<file path="src/rtl/vga_timing_gen_if.sv">
// Raster timing bundle from vga_timing_gen to the sprite mappers and the DAC.
// master drives the bundle; mappers and DAC connect through slave.
interface vga_timing_gen_if;
  logic [9:0] DrawX;
  logic [9:0] DrawY;
  logic       hs;
  logic       vs;
  logic       blank;
  logic       sync;
  logic       frame_start;
  logic [7:0] frame_count;

  modport master (
    output DrawX, DrawY, hs, vs, blank, sync, frame_start, frame_count
  );
  modport slave (
    input DrawX, DrawY, hs, vs, blank, sync, frame_start, frame_count
  );
endinterface

</file>
<file path="src/rtl/vga_timing_gen.sv">
// 640x480 VGA raster timing: pixel/line counters, active-low syncs, blank qualifier.
// Optional macro VGA_PIPE_ALIGN_EN delays hs/vs/blank by PIPE_DEPTH clocks to match mapper colour latency.
module vga_timing_gen #(
  parameter int H_VISIBLE  = 640,
  parameter int H_FP       = 16,
  parameter int H_SYNC     = 96,
  parameter int H_BP       = 48,
  parameter int V_VISIBLE  = 480,
  parameter int V_FP       = 10,
  parameter int V_SYNC     = 2,
  parameter int V_BP       = 33,
  parameter int PIPE_DEPTH = 2
) (
  input  logic              vga_clk,
  input  logic              reset_n,
  vga_timing_gen_if.master  vga
);

  localparam logic [9:0] H_TOTAL  = 10'(H_VISIBLE + H_FP + H_SYNC + H_BP);
  localparam logic [9:0] V_TOTAL  = 10'(V_VISIBLE + V_FP + V_SYNC + V_BP);
  localparam logic [9:0] HS_START = 10'(H_VISIBLE + H_FP);
  localparam logic [9:0] HS_END   = 10'(H_VISIBLE + H_FP + H_SYNC - 1);
  localparam logic [9:0] VS_START = 10'(V_VISIBLE + V_FP);
  localparam logic [9:0] VS_END   = 10'(V_VISIBLE + V_FP + V_SYNC - 1);
  localparam logic [9:0] H_VIS    = 10'(H_VISIBLE);
  localparam logic [9:0] V_VIS    = 10'(V_VISIBLE);

  if (PIPE_DEPTH < 1) begin : g_pipe_depth_check
    $error("vga_timing_gen: PIPE_DEPTH must be at least 1");
  end

  logic [9:0] draw_x, draw_y;
  logic [9:0] x_next, y_next;
  logic       x_wrap, y_wrap, frame_wrap;
  logic       hs_d, vs_d, blank_d;
  logic       hs_r, vs_r, blank_r;
  logic       frame_start_r;
  logic [7:0] frame_count_r;

  // Decode from the next-state counters so registered flags line up with DrawX/DrawY.
  always_comb begin
    x_wrap     = (draw_x == H_TOTAL - 10'd1);
    y_wrap     = (draw_y == V_TOTAL - 10'd1);
    frame_wrap = x_wrap && y_wrap;
    x_next     = x_wrap ? 10'd0 : draw_x + 10'd1;
    y_next     = draw_y;
    if (x_wrap) begin
      y_next = y_wrap ? 10'd0 : draw_y + 10'd1;
    end
    hs_d    = !((x_next >= HS_START) && (x_next <= HS_END));
    vs_d    = !((y_next >= VS_START) && (y_next <= VS_END));
    blank_d = (x_next < H_VIS) && (y_next < V_VIS);
  end

  always_ff @(posedge vga_clk or negedge reset_n) begin
    if (!reset_n) begin
      draw_x        <= '0;
      draw_y        <= '0;
      hs_r          <= 1'b1;
      vs_r          <= 1'b1;
      blank_r       <= 1'b0;
      frame_start_r <= 1'b0;
      frame_count_r <= '0;
    end else begin
      draw_x        <= x_next;
      draw_y        <= y_next;
      hs_r          <= hs_d;
      vs_r          <= vs_d;
      blank_r       <= blank_d;
      frame_start_r <= frame_wrap;
      if (frame_wrap) begin
        frame_count_r <= frame_count_r + 8'd1;
      end
    end
  end

`ifdef VGA_PIPE_ALIGN_EN
  logic [PIPE_DEPTH-1:0] hs_pipe, vs_pipe, blank_pipe;

  always_ff @(posedge vga_clk or negedge reset_n) begin
    if (!reset_n) begin
      hs_pipe    <= '1;
      vs_pipe    <= '1;
      blank_pipe <= '0;
    end else begin
      hs_pipe[0]    <= hs_r;
      vs_pipe[0]    <= vs_r;
      blank_pipe[0] <= blank_r;
      for (int i = 1; i < PIPE_DEPTH; i++) begin
        hs_pipe[i]    <= hs_pipe[i-1];
        vs_pipe[i]    <= vs_pipe[i-1];
        blank_pipe[i] <= blank_pipe[i-1];
      end
    end
  end

  assign vga.hs    = hs_pipe[PIPE_DEPTH-1];
  assign vga.vs    = vs_pipe[PIPE_DEPTH-1];
  assign vga.blank = blank_pipe[PIPE_DEPTH-1];
`else
  assign vga.hs    = hs_r;
  assign vga.vs    = vs_r;
  assign vga.blank = blank_r;
`endif

  assign vga.DrawX       = draw_x;
  assign vga.DrawY       = draw_y;
  assign vga.sync        = 1'b0;
  assign vga.frame_start = frame_start_r;
  assign vga.frame_count = frame_count_r;

endmodule

</file>
<file path="src/flat_wrapper.sv">
// flat-port wrapper written by rule: the top's interface ports become plain ports
module vga_timing_gen_flat 
#(
  parameter int H_VISIBLE  = 640,
  parameter int H_FP       = 16,
  parameter int H_SYNC     = 96,
  parameter int H_BP       = 48,
  parameter int V_VISIBLE  = 480,
  parameter int V_FP       = 10,
  parameter int V_SYNC     = 2,
  parameter int V_BP       = 33,
  parameter int PIPE_DEPTH = 2
)
  (vga_clk, reset_n, vga_DrawX, vga_DrawY, vga_hs, vga_vs, vga_blank, vga_sync, vga_frame_start, vga_frame_count);
  vga_timing_gen_if vga_i ();
  input  logic vga_clk;
  input  logic reset_n;
  output wire logic [$bits(vga_i.DrawX)-1:0] vga_DrawX;
  output wire logic [$bits(vga_i.DrawY)-1:0] vga_DrawY;
  output wire logic [$bits(vga_i.hs)-1:0] vga_hs;
  output wire logic [$bits(vga_i.vs)-1:0] vga_vs;
  output wire logic [$bits(vga_i.blank)-1:0] vga_blank;
  output wire logic [$bits(vga_i.sync)-1:0] vga_sync;
  output wire logic [$bits(vga_i.frame_start)-1:0] vga_frame_start;
  output wire logic [$bits(vga_i.frame_count)-1:0] vga_frame_count;
  assign vga_DrawX = vga_i.DrawX;
  assign vga_DrawY = vga_i.DrawY;
  assign vga_hs = vga_i.hs;
  assign vga_vs = vga_i.vs;
  assign vga_blank = vga_i.blank;
  assign vga_sync = vga_i.sync;
  assign vga_frame_start = vga_i.frame_start;
  assign vga_frame_count = vga_i.frame_count;
  vga_timing_gen #(.H_VISIBLE(H_VISIBLE), .H_FP(H_FP), .H_SYNC(H_SYNC), .H_BP(H_BP), .V_VISIBLE(V_VISIBLE), .V_FP(V_FP), .V_SYNC(V_SYNC), .V_BP(V_BP), .PIPE_DEPTH(PIPE_DEPTH)) u_core (.vga_clk(vga_clk), .reset_n(reset_n), .vga(vga_i));
endmodule
</file>
<file path="config.mk">
export PLATFORM = sky130hd
export DESIGN_NAME = vga_timing_gen_flat
export DESIGN_NICKNAME = d
export VERILOG_FILES = /design/src/rtl/vga_timing_gen_if.sv /design/src/rtl/vga_timing_gen.sv /design/src/flat_wrapper.sv
export SDC_FILE = /design/constraint.sdc
export NUM_CORES = 1
export LEC_CHECK = 0
export ABC_AREA = 1
export CORE_MARGIN = 8
export CORE_UTILIZATION = 56
export CTS_CLUSTER_DIAMETER = 60
export DETAILED_ROUTE_END_ITERATION = 16
export PLACE_DENSITY_LB_ADDON = 0.08
export REMOVE_ABC_BUFFERS = 1
export SLEW_MARGIN = 20
export SYNTH_ARGS = -nofsm -noshare
export SYNTH_HDL_FRONTEND = slang
export SYNTH_SLANG_ARGS = --single-unit
</file>
<file path="constraint.sdc">
create_clock -name vga_clk -period 3.43 [get_ports vga_clk]
set_clock_uncertainty 0.1 [all_clocks]
set_input_delay 0.686 -clock vga_clk [delete_from_list [all_inputs] [get_ports vga_clk]]
set_output_delay 0.686 -clock vga_clk [all_outputs]
set_load 0.005 [all_outputs]
</file>
==> impl_metrics.csv, run 1 <==
group,metric,value,unit
run_status,status,"complete, no violations",
yosys,synthXorXnorAreaFrac,4.60,%
drt,ant_nets,0,
global_routing,grt_overflow,0,
global_routing,grt_max_degree,33,
cells_and_area,fill_cells,282,
sta,maxSlewViolCount,0,
setup_path,cp.arrival,1.44,ns
yosys,synth_top_family_by_area,"simple AND/OR/NAND/NOR gates",
job,drv_cap,0,
drt,drtPass1Iterations,4,
yosys,synthDistinctLibCells,30,
place,place_inst,310,
yosys,synth_area,0.00188,mm^2
pwr,power,668,uW
place,gp_congestion,0.896,
clocking,cts_buffer_depth,2,
clocking,post_cts_resized,0,
place,portBuffers,33,
clocking,clock_latency,0.33,ns
cells_and_area,final_cells,318,
global_routing,grt_use_total,16.3,%
yosys,synthSimpleGateAreaFrac,35.1,%
place,dp_hpwl,3090,um
sta,setup_violations,0,
clocking,cts_root_buffer,"clkbuf_4",
yosys,yosys.area_share.adder,3.33,%
cells_and_area,final_util,70.8,%
setup_path,worstSetupPathType,"flop to primary output",
floorplanning,core_area,0.00328,mm^2
sta,min_period_over_period,65.0,%
cells_and_area,final_area,0.00232,mm^2
drt,viasPerCell,5.04,
global_routing,first_global_vias,1549,
setup_path,cpPeakStageDelay,0.57,ns
setup_path,crit_buf_inv,1,
global_routing,grt_pass1_wl,6860,um
drt,wl_per_cell,12.7,um
floorplanning,die_area,0.00546,mm^2
setup_path,startpoint_type,"flop",
yosys,synth_compound_area_share,3.53,%
yosys,syn_area_per_cell,8.05,um^2
hold_path,hp-class,"flop to flop",
drt,drtIter0Drc,93,
sta,setup_tns,0,ns
yosys,ys_ff_latch,32,
clocking,cts_buffers,5,
yosys,yosysWarnings,0,
yosys,synth.largest_area_cell,"dfrtp_1",
cells_and_area,layout.nets,278,
pwr,vdd_drop_max,0.223,mV
floorplanning,die_h,73.9,um
yosys,synth_top_area_share,40.0,%
clocking,cts_sinks,32,
yosys,syn_inst,233,
setup_path,cp_max_fo,8,
sta,fmax,0.448,GHz
clocking,tritoncts,"done",
setup_path,required,2.64,ns
setup_path,path_cells,"clkdlybuf4s50_1",
sta,period_needed,2.23,ns
clocking,clkSlewWorstSetupHoldPaths,0.11,ns
pwr,p_leak,1.21,nW
setup_path,slowest_stage,"clkdlybuf4s50_1",
cells_and_area,antenna-diode-count,0,
place,post_dp_cell_area,0.00225,mm^2
drt,vias,1602,
yosys,ys_seq_area_share,42.8,%
floorplanning,start_util,57.1,%
cells_and_area,multi_input_area,887,um^2
drt,wl,4020,um
cells_and_area,areaGrowthSynthToFinish,23.9,%
yosys,synth.top_cells.by_area,"dfrtp_1 (40%), nand2_1 (11%), inv_1 (7.6%), nand3_1 (5.1%), nor2_1 (4.2%)",
cells_and_area,layout-drive-gt1-share,14.7,%
floorplanning,die_w,73.9,um
cells_and_area,regArea,803,um^2
floorplanning,rows,21,
cells_and_area,final_common_cell,"nand2_1",
global_routing,grt_antenna_before_repair,0,
clocking,ctsHoldBuffers,0,
sta,final_hold_viol_count,0,
setup_path,crit_family,"buffers and inverters",
cells_and_area,layout_common_cells,"nand2_1 (57), inv_1 (38), clkdlybuf4s50_1 (33), dfrtp_1 (30), nor2_1 (21)",
clocking,postCtsSetupBuffers,0,
setup_path,critPathCaptureType,"primary output",
sta,rsz0062_at_grt,"false",
yosys,synthMuxAreaShare,0.533,%
clocking,htree_num_levels,2,
drt,drc,0,
floorplanning,num_io_pins,35,
pwr,power_density,287,mW/mm^2
-- synthesized netlist by cell type (all sizes together) --
cell type	count
buf	3
clkinv	1
conb	1
dfrtp	30
dfstp	2
ha	5
inv	42
mux2i	1
nand2	63
nand3	23
nand4	6
nor2	30
nor3	5
o21ai	11
o21bai	1
xor2	9
-- registers in the layout (all words and copies together) (netlist names) --
name and count:
u_core.vga.DrawX 10, u_core.vga.frame_start 1, u_core.vga.vs 1, u_core.vga.frame_count 8, u_core.vga.blank 1, u_core.vga.DrawY 10, u_core.vga.hs 1
-- final cells by class --
| type | instances | share of cell area [%] |
|---|---|---|
| multi-input combinational | 155 | 38.2 |
| tap | 46 | 2.48 |
| timing repair buffer | 34 | 14.5 |
| clock inverter | 2 | 1.51 |
| clock buffer | 6 | 1.78 |
| inverter | 43 | 7.00 |
| sequential | 32 | 34.6 |
-- metal layers --
metal	wire [um]	global-route usage [%]	share of wire, %	vias up
met1	1700	18.7	42	758
met4	76	7.10	1.9	0
li1	-	-	-	790
met5	0	0	0	-
met2	1960	26.8	49	46
met3	280	5.32	7.0	8
-- power by group --
group | internal (mW) | switching, mW
clock | 0.153 | 0.130
sequential | 0.377 | 0
combinational | 0.00174 | 0.00712
-- stage by stage --
step,hold WS [ns],setup slack [ns]
final,0.384,1.20
after CTS,0.386,1.18
after floorplan,0.290,1.68
after detailed placement,0.366,1.50
after global routing,0.397,1.16
after global placement,0.364,1.50
-- kinds of logic (layout without fill, tap and decap cells) --
| family | after synthesis | in the layout |
|---|---|---|
| other | 1 | 1 |
| adders and majority gates | 5 | 5 |
| xor gates and xnor gates | 9 | 9 |
| muxes | 1 | 1 |
| AOI/OAI and AO/OA | 12 | 12 |
| buffers and inverters | 46 | 85 |
| and+or+nand+nor | 127 | 127 |
| DFF | 32 | 32 |
-- path summary, 6_finish.rpt --
kind	startpoint	to	slack [ns]	cells past startpoint
max in group asynchronous	reset_n	u_core.vga.hs	2.28	2
worst max register to register	u_core.vga.DrawX[0]	u_core.vga.blank	1.49	11
worst min register to register	u_core.vga.frame_count[7]	u_core.vga.frame_count[7]	0.38	1
min in group asynchronous	reset_n	u_core.vga.DrawY[4]	0.63	2
worst max-delay path	u_core.vga.DrawY[5]	vga_DrawY[5]	1.20	1
worst min-delay path	u_core.vga.frame_count[7]	u_core.vga.frame_count[7]	0.38	1
Power figures use the tool's default switching activity.
==> run 2, diff against run 1 <==
CORE_UTILIZATION = 52   (was 56)
clock period = 2.3 ns   (was 3.43 ns; I/O delays follow)
==> impl_metrics.csv, run 2 (same netlist as run 1, synthesis figures left out) <==
group,metric,value,unit
cells_and_area,final_common_cell,"nand2_1",
job,drv_cap,0,
global_routing,first_global_vias,1553,
clocking,clock_latency,0.33,ns
clocking,tritoncts,"done",
setup_path,path_cells,"clkdlybuf4s50_1",
clocking,cts_buffer_depth,2,
sta,fin_ws,0.290,ns
hold_path,hp-class,"flop to flop",
setup_path,cp-startpoint,"u_core.vga.DrawY[5]",
floorplanning,core_area,0.00355,mm^2
cells_and_area,layout_common_cells,"nand2_1 (57), inv_1 (38), clkdlybuf4s50_1 (33), dfrtp_1 (30), nor2_1 (21)",
setup_path,r2r_slack,0.32,ns
cells_and_area,final_cells,320,
setup_path,cpPeakStageDelay,0.57,ns
cells_and_area,layout.nets,278,
sta,fmax,0.497,GHz
drt,ant_nets,0,
place,dpl_worst_slack,0.335,ns
pwr,vdd_drop_max,0.392,mV
pwr,p_int,793,uW
sta,min_period_over_period,87.4,%
setup_path,reg2reg_depth,11,
cells_and_area,layout-drive-gt1-share,14.7,%
clocking,cts_buffers,5,
pwr,p_clk_share,42.5,%
sta,setup_tns,0,ns
place,dp_hpwl,3100,um
setup_path,worstSetupPathType,"flop to primary output",
drt,viasPerCell,4.88,
setup_path,crit_cells,1,
floorplanning,die_w,76.1,um
drt,drtPass1Iterations,4,
sta,final_hold_viol_count,0,
global_routing,grt_pass1_wl,7260,um
drt,drtIter0Drc,83,
floorplanning,die_h,76.1,um
floorplanning,die_area,0.00579,mm^2
drt,wl_per_cell,12.9,um
setup_path,endpoint,"vga_DrawY[5]",
floorplanning,rows,22,
sta,setup_violations,0,
setup_path,slowest_stage,"clkdlybuf4s50_1",
setup_path,cp.arrival,1.45,ns
setup_path,rr_startpoint,"u_core.vga.DrawY[0]",
pwr,p_leak,1.21,nW
run_status,status,"complete, no violations",
pwr,p_sw,209,uW
clocking,post_cts_resized,0,
place,portBuffers,33,
clocking,postCtsSetupBuffers,0,
global_routing,grt_use_met3,5.54,%
sta,maxSlewViolCount,0,
setup_path,cp_max_fo,8,
cells_and_area,areaGrowthSynthToFinish,24.0,%
place,place_inst,312,
sta,period_needed,2.01,ns
clocking,htree_num_levels,2,
drt,vias,1562,
hold_path,hold_start,"u_core.vga.frame_count[7]",
cells_and_area,fill_cells,326,
floorplanning,start_util,52.9,%
setup_path,crit_family,"buffers and inverters",
clocking,cts_sinks,32,
floorplanning,num_io_pins,35,
setup_path,reg2reg_to,"u_core.vga.blank",
global_routing,grt_overflow,0,
pwr,p_sw_share,20.8,%
global_routing,grt_max_degree,33,
pwr,power_density,430,mW/mm^2
sta,rsz0062_at_grt,"false",
setup_path,crit_buf_inv,1,
pwr,p_seq_share,56.2,%
drt,wl,4140,um
global_routing,busiest_layer,"met2",
clocking,cts_root_buffer,"clkbuf_4",
cells_and_area,antenna-diode-count,0,
clocking,clkSlewWorstSetupHoldPaths,0.11,ns
place,gp_congestion,0.951,
drt,drc,0,
global_routing,grt_use_total,15.0,%
global_routing,grtUsageMet2,25.8,%
setup_path,critPathCaptureType,"primary output",
pwr,combPwrFrac,1.3,%
clocking,ctsHoldBuffers,0,
setup_path,required,1.74,ns
global_routing,grt_antenna_before_repair,0,
setup_path,startpoint_type,"flop",
global_routing,use_met1,16.5,%
==> run 2: cell counts in the layout (fill, tap and decap cells not counted) <==
Identical to the previous run, type by type.
==> run 2: power by group through the flow <==
| stage | Clock (mW) | Sequential (mW) | Combinational, mW |
|---|---|---|---|
| 2_1_floorplan | 0 | 0.573 | 0.000353 |
| 6_report | 0.425 | 0.562 | 0.0135 |
| 3_3_place_gp | 0 | 0.573 | 0.0149 |
| 3_5_place_dp | 0 | 0.573 | 0.0147 |
| 5_1_grt | 0.460 | 0.563 | 0.0168 |
| 4_1_cts | 0.435 | 0.562 | 0.0148 |
==> run 2: final cells by class <==
cell class / instances / area (um^2) / share of cell area, %
clock buffer: 6 / 41.3 / 1.77
inverter: 43 / 163 / 6.99
tap: 48 / 60.1 / 2.58
timing repair buffer: 34 / 338 / 14.5
sequential: 32 / 803 / 34.5
multi-input combinational: 155 / 887 / 38.1
clock inverter: 2 / 35.0 / 1.51
==> run 2: worst min path at each step <==
stage / slack, ns / to / cells past startpoint
6_report: 0.38 / u_core.vga.frame_count[7] / 1
5_1_grt: 0.41 / u_core.vga.DrawX[0] / 1
4_1_cts: 0.38 / u_core.vga.frame_count[7] / 1
3_5_place_dp: 0.36 / u_core.vga.frame_count[7] / 1
3_3_place_gp: 0.36 / u_core.vga.frame_count[7] / 1
2_1_floorplan: 0.06 / u_core.vga.DrawX[0] / 0
==> run 2: per-stage QoR <==
step	cell area [um^2]	hold slack (ns)	util [%]	total power, mW
finish	2330	0.382	65.5	1.00
global route	2330	0.414	65.5	1.04
CTS	2330	0.382	65.5	1.01
detailed placement	2250	0.356	63.4	0.588
global placement	2250	0.358	63.4	0.588
floorplan	1850	0.0644	-	0.574
==> run 2: metal layers <==
metal,up-vias,share of wire [%]
li1,790,-
met1,721,44
met2,43,48
met3,8,5.8
met4,0,1.8
met5,-,0
